<file path="src/rtl/avr_prefetch.sv">
// rtl/avr_prefetch.sv - AVR instruction prefetch queue with two-word instruction assembly and redirect flush
module avr_prefetch #(
  parameter int PC_W  = 16,
  parameter int DEPTH = 4
) (
  input  logic            CLK,
  input  logic            RST,
  output logic            p_req,
  output logic [PC_W-1:0] p_addr,
  input  logic [15:0]     p_data,
  output logic            instr_valid,
  input  logic            dec_ready,
  output logic [15:0]     instr,
  output logic [15:0]     instr2,
  output logic            instr_long,
  output logic [PC_W-1:0] instr_pc,
  input  logic            redirect,
  input  logic            redirect_abs,
  input  logic [PC_W-1:0] redirect_val
);

  localparam int AW = $clog2(DEPTH);
  localparam int CW = AW + 1;
  localparam logic [CW-1:0] DEPTH_C = CW'(DEPTH);

  logic [15:0]     q_word [DEPTH];
  logic [PC_W-1:0] q_addr [DEPTH];
  logic [AW-1:0]   rd_ptr, wr_ptr, rd_ptr1;
  logic [CW-1:0]   count, n_pop;
  logic            in_flight, push, pop, head_long;
  logic [PC_W-1:0] fl_addr, fetch_pc, last_pc, base_pc, target;

  function automatic logic is_long(input logic [15:0] w);
    return ((w & 16'hFE0E) == 16'h940C) || ((w & 16'hFE0E) == 16'h940E) ||
           ((w & 16'hFC0F) == 16'h9000);
  endfunction

  assign rd_ptr1     = rd_ptr + 1'b1;
  assign instr       = q_word[rd_ptr];
  assign instr2      = q_word[rd_ptr1];
  assign instr_pc    = q_addr[rd_ptr];
  assign head_long   = is_long(q_word[rd_ptr]);
  assign instr_long  = head_long;
  assign instr_valid = (count != '0) && (!head_long || count >= CW'(2));

  // In-flight word counts against capacity so its response always has a slot.
  assign p_req  = !RST && !redirect && ((count + {{AW{1'b0}}, in_flight}) < DEPTH_C);
  assign p_addr = fetch_pc;

  assign push  = in_flight && !redirect;
  assign pop   = instr_valid && dec_ready && !redirect;
  assign n_pop = pop ? (head_long ? CW'(2) : CW'(1)) : '0;

  // Relative targets fall back to the last presented PC when nothing is presented.
  assign base_pc = instr_valid ? instr_pc : last_pc;
  assign target  = redirect_abs ? redirect_val : (base_pc + PC_W'(1) + redirect_val);

  always_ff @(posedge CLK) begin
    if (RST) begin
      rd_ptr    <= '0;
      wr_ptr    <= '0;
      count     <= '0;
      in_flight <= 1'b0;
      fl_addr   <= '0;
      fetch_pc  <= '0;
      last_pc   <= '0;
      for (int i = 0; i < DEPTH; i++) begin
        q_word[i] <= 16'h0000;
        q_addr[i] <= '0;
      end
    end else begin
      in_flight <= p_req;
      fl_addr   <= fetch_pc;
      if (instr_valid)
        last_pc <= instr_pc;
      if (redirect) begin
        count    <= '0;
        wr_ptr   <= rd_ptr;
        fetch_pc <= target;
      end else begin
        if (p_req)
          fetch_pc <= fetch_pc + PC_W'(1);
        if (push) begin
          q_word[wr_ptr] <= p_data;
          q_addr[wr_ptr] <= fl_addr;
          wr_ptr         <= wr_ptr + 1'b1;
        end
        rd_ptr <= rd_ptr + n_pop[AW-1:0];
        count  <= count + {{AW{1'b0}}, push} - n_pop;
      end
    end
  end

endmodule

</file>
<file path="config.mk">
export PLATFORM = sky130hd
export DESIGN_NAME = avr_prefetch
export DESIGN_NICKNAME = d
export VERILOG_FILES = /design/src/rtl/avr_prefetch.sv
export SDC_FILE = /design/constraint.sdc
export NUM_CORES = 1
export LEC_CHECK = 0
export ABC_CLOCK_PERIOD_IN_PS = 12200
export BUFFER_PORTS_ARGS = -buffer_cell sky130_fd_sc_hd__buf_2
export CORE_MARGIN = 2
export CORE_UTILIZATION = 50
export CTS_CLUSTER_DIAMETER = 40
export DETAILED_ROUTE_END_ITERATION = 6
export HOLD_SLACK_MARGIN = 0.15
export PLACE_DENSITY_LB_ADDON = 0.1
export SYNTH_ARGS = -nofsm -noshare
export SYNTH_HDL_FRONTEND = slang
export SYNTH_SLANG_ARGS = --single-unit
</file>
<file path="constraint.sdc">
create_clock -name CLK -period 12.2 [get_ports CLK]
set_clock_uncertainty 0.15 [all_clocks]
set_input_delay 0 -clock CLK [delete_from_list [all_inputs] [get_ports CLK]]
set_output_delay 0 -clock CLK [all_outputs]
set_load 0.02 [all_outputs]
</file>
==> summary by stage <==
Place
The pre-CTS setup slack is 5.97 ns. At the end of routability-driven placement, the weighted congestion stood at 0.836. The number of input and output port buffers inserted is 103.

The half-perimeter wire length of the detailed placement result is 14000 um.

Yosys
Synthesis produced 749 cells. The cell with the most instances after synthesis is sky130_fd_sc_hd__nor2_1. In this run, distinct cell masters in the synthesized netlist total 53. The xor-xnor portion of the synthesized cell area is 2.93%. Among all flip-flop cells after synthesis, the most frequent one is sky130_fd_sc_hd__edfxtp_1. For this run, asynchronously set or reset flops after synthesis account for 0%.

Sorting the synthesized cells by how often they occur yields sky130_fd_sc_hd__nor2_1, sky130_fd_sc_hd__edfxtp_1, sky130_fd_sc_hd__dfxtp_1. The mapped netlist covers 8980 um2. The cell type with the highest aggregate area in the netlist is sky130_fd_sc_hd__edfxtp_1.

Summing the areas of all fa, ha and maj instances in the mapped netlist gives 3.23% of the synthesized area. In the synthesized netlist, mux cells make up 14.5% of the area. By area the synthesized netlist is led by sky130_fd_sc_hd__edfxtp_1, sky130_fd_sc_hd__dfxtp_1, sky130_fd_sc_hd__mux4_2. Summed over its instances, the top area cell type makes up 42.8% of the synthesized netlist area.

In this run, synthesis inferred 128 flip-flops with an integrated enable. The dominant combinational cell family by area after synthesis is multiplexers. The number of synthesis warnings is 0.

Of the synthesized area, sequential elements account for 55.8%. A synthesized cell averages 12.0 um2. The number of nets in the synthesized netlist is 808.

The compound-gate portion of the synthesized area is 5.53%. Summing the areas of all and, or, nand and nor instances in the mapped netlist gives 14.1% of the synthesized area. Counting flops and latches in the post-synthesis netlist gives 186.

Global route
After global routing the overflow that remains totals 0. The total global routing track utilization is 24.5%. The maximum number of pins on one net before global-route repair is 60.

The first global-routing pass estimated 34600 um of wire. The number of global-route vias before repair is 6478. The initial antenna violation count is 0.

Timing
The post-route worst setup slack is 5.01 ns. The final count of hold timing violations is 0. Setup repair after global routing left no endpoint under its margin. For the final routed database, the setup TNS stands at 0 ns. The routed design could run at a clock period as short as 7.19 ns. The post-route clock period utilization is 58.9%. The achievable frequency is 139 MHz. For the pin with the worst max-slew slack, the measured transition is 1.13 ns. The count of final max-slew check failures was 0. Setup violations remaining at the end of the flow were counted as 0.

The worst slew slack as a fraction of its limit is 24.8%.

Worst setup path
The maximum fanout along the worst path is 17. The endpoint arrival time on the critical path is 7.41 ns. For flop-to-flop paths, the worst setup slack is 5.01 ns. The path type of the worst setup path is reg2reg.

The endpoint type of the worst setup path is a flip-flop. STA classifies the critical path startpoint as a flip-flop. The required time of the critical path is 12.42 ns.

Route
The ratio of routed vias to standard cells is 5.65. Dividing the detail-routed wire length by the instance count gives 19.5 um. Detailed routing inserted a total of 6501 vias. The number of nets with antenna violations after detailed routing is 0. The first routing iteration left 501 violations.

The first detailed-routing pass ran for 6 iterations. The DRC violation count after routing is 0. After detailed routing, the total wire length is 22500 um.

Clock tree
The root cell of the clock tree is sky130_fd_sc_hd__clkbuf_16. The later pin in the worst-skew pair is clocked with a latency of 0.43 ns. The sink count of the clock tree is 186. The H-tree depth is 4. The number of buffers on the longest clock path is 2. The number of setup buffers added after CTS is 0. The clock input transition at the sequential cells of the worst setup and hold paths is 0.07 ns. TritonCTS built the clock tree.

The number of clock buffers added by TritonCTS is 17.

Layout
Relative to the synthesized area, the layout overhead comes to 22.6%. The final net count is 972. The fraction of layout instances using a drive strength above 1 is 23.4%. The filler cells instantiated in the layout total 1381. 0 antenna diodes ended up in the layout. Summing all multi-input logic gate instances after layout gives 3640 um2. The register cell area after layout is 5010 um2.

Die
The starting density of the core is 51.5%. The total core area is 17400 um2. In this run the count of I/O pins placed on the die edge is 104. The die is 138 um tall.

The horizontal die dimension is 138 um. The floorplan has 48 rows. The full die area is 19000 um2.

Min path
In this run the worst hold path is classified as in2reg.

Power
The peak ir drop on the vdd network is 0.103 mV. The ratio of total power to cell area is 128 nW/um2. The leakage component of the power is 4.50 nW.

Outcome
The flow ran to the end, and the final reports show no timing, DRC or antenna violations.

Flow run
Across the run, the number of max-cap violations was 0.
-- repair_timing --
action / CTS / global route
resized for setup: 0 / 0
endpoints found under the hold margin: 118 / 0
endpoints found under the setup margin: 0 / 0
hold buffers: 74 / 0
-- metal layers --
metal	vias up	part of all wire [%]	global-route usage (%)	wire, um
li1	3012	-	-	-
met2	200	51	43.2	11500
met5	-	0	0	0
met3	23	4.9	3.87	1090
met1	3266	43	31.9	9560
met4	0	1.2	5.90	260
-- critical path, cell delays in order, from the launching register on --
cell and delay, ns:
sky130_fd_sc_hd__dfxtp_1 0.91, sky130_fd_sc_hd__buf_4 0.43, sky130_fd_sc_hd__mux4_2 0.37, sky130_fd_sc_hd__or4_1 0.43
sky130_fd_sc_hd__o21ai_2 0.24, sky130_fd_sc_hd__nand2_2 0.11, sky130_fd_sc_hd__nand2_1 0.09, sky130_fd_sc_hd__nand2_1 0.48
sky130_fd_sc_hd__mux2i_1 0.41, sky130_fd_sc_hd__ha_1 0.25, sky130_fd_sc_hd__inv_1 0.07, sky130_fd_sc_hd__fa_1 0.40
sky130_fd_sc_hd__a21o_1 0.18, sky130_fd_sc_hd__a21o_1 0.20, sky130_fd_sc_hd__a21oi_1 0.19, sky130_fd_sc_hd__o21ai_0 0.21
sky130_fd_sc_hd__a211oi_1 0.40, sky130_fd_sc_hd__o31ai_1 0.14, sky130_fd_sc_hd__a41o_1 0.24, sky130_fd_sc_hd__dlygate4sd3_1 0.55
sky130_fd_sc_hd__nor2_1 0.12, sky130_fd_sc_hd__dlygate4sd3_1 0.56
-- power breakdown --
group	total [W]	switching [W]	internal (W)
sequential	0.000715	0.0000158	0.000699
combinational	0.000162	0.0000893	0.0000729
clock	0.000534	0.000259	0.000275
total	0.00141	0.000364	0.00105
-- cell usage in the layout (no fill, tap or decap), types with 3 or more instances in the layout --
master / synthesis / routed
sky130_fd_sc_hd__a211oi_1: 9 / 9
sky130_fd_sc_hd__clkbuf_16: 0 / 17
sky130_fd_sc_hd__nand3_1: 8 / 8
sky130_fd_sc_hd__nor3_1: 9 / 9
sky130_fd_sc_hd__mux2i_1: 5 / 5
sky130_fd_sc_hd__nand4_1: 7 / 7
sky130_fd_sc_hd__buf_2: 0 / 103
sky130_fd_sc_hd__or3_1: 10 / 10
sky130_fd_sc_hd__nand2_1: 56 / 56
sky130_fd_sc_hd__nor2b_1: 28 / 28
sky130_fd_sc_hd__edfxtp_1: 128 / 128
sky130_fd_sc_hd__buf_4: 0 / 10
sky130_fd_sc_hd__o21a_1: 3 / 3
sky130_fd_sc_hd__o21ai_0: 16 / 16
sky130_fd_sc_hd__inv_6: 0 / 6
sky130_fd_sc_hd__o21bai_2: 0 / 4
sky130_fd_sc_hd__inv_8: 0 / 3
sky130_fd_sc_hd__mux4_2: 44 / 44
sky130_fd_sc_hd__a21oi_1: 12 / 12
sky130_fd_sc_hd__mux2_2: 14 / 14
sky130_fd_sc_hd__dlygate4sd3_1: 0 / 74
sky130_fd_sc_hd__inv_1: 49 / 49
sky130_fd_sc_hd__a311oi_1: 4 / 4
sky130_fd_sc_hd__o211ai_1: 6 / 6
sky130_fd_sc_hd__xor2_1: 6 / 6
sky130_fd_sc_hd__mux4_1: 4 / 4
sky130_fd_sc_hd__dfxtp_1: 58 / 57
sky130_fd_sc_hd__ha_1: 20 / 20
sky130_fd_sc_hd__xnor2_1: 24 / 24
sky130_fd_sc_hd__a21boi_0: 3 / 3
sky130_fd_sc_hd__nor2_1: 143 / 142
sky130_fd_sc_hd__and2_1: 4 / 4
-- stage by stage --
stage / area (um2) / power [W] / utilization (%) / cells / hold slack (ns)
finish: 11000 / 0.00141 / 63.2 / 1151 / 0.279
global route: 11000 / 0.00146 / 63.2 / 1151 / 0.308
CTS: 11000 / 0.00142 / 63.2 / 1151 / 0.265
detailed placement: 9700 / 0.000866 / 55.7 / 1045 / 0.156
global placement: 9700 / 0.000863 / 55.7 / 1045 / 0.151
floorplan: 8980 / 0.000816 / - / 749 / 0.0174
-- path summary, 6_finish.rpt --
| check | start | endpoint | cells past startpoint |
|---|---|---|---|
| worst max-delay path | flip-flop | p_addr[14] | 21 |
| worst min-delay path | p_data[2] | q_word[3][2] | 4 |
| worst max register to register | flip-flop | p_addr[14] | 21 |
| worst min register to register | last_pc[0] | last_pc[0] | 2 |
-- kinds of logic (layout without fill, tap and decap cells) --
logic type / Yosys count / in the layout
AOI/OAI and AO/OA: 73 / 73
xor gates and xnor gates: 30 / 30
adders and majority gates: 22 / 22
buffers and inverters: 91 / 268
DFF: 186 / 186
muxes: 67 / 67
and+or+nand+nor: 280 / 280
-- state kept, by name, indices dropped and copies added, names as in the netlist, 2 cells and up, named ones only --
name,flops
wr_ptr,2
q_word,64
rd_ptr,2
last_pc,16
fl_addr,16
q_addr,64
p_addr,16
count,3
-- layout make-up --
type | count | area share, %
clock buffer | 18 | 3.99
clock inverter | 14 | 1.16
inverter | 49 | 1.67
multi-input combinational | 472 | 33.0
sequential | 186 | 45.5
tap | 225 | 2.56
timing repair buffer | 187 | 12.1
Power figures use the tool's default switching activity.
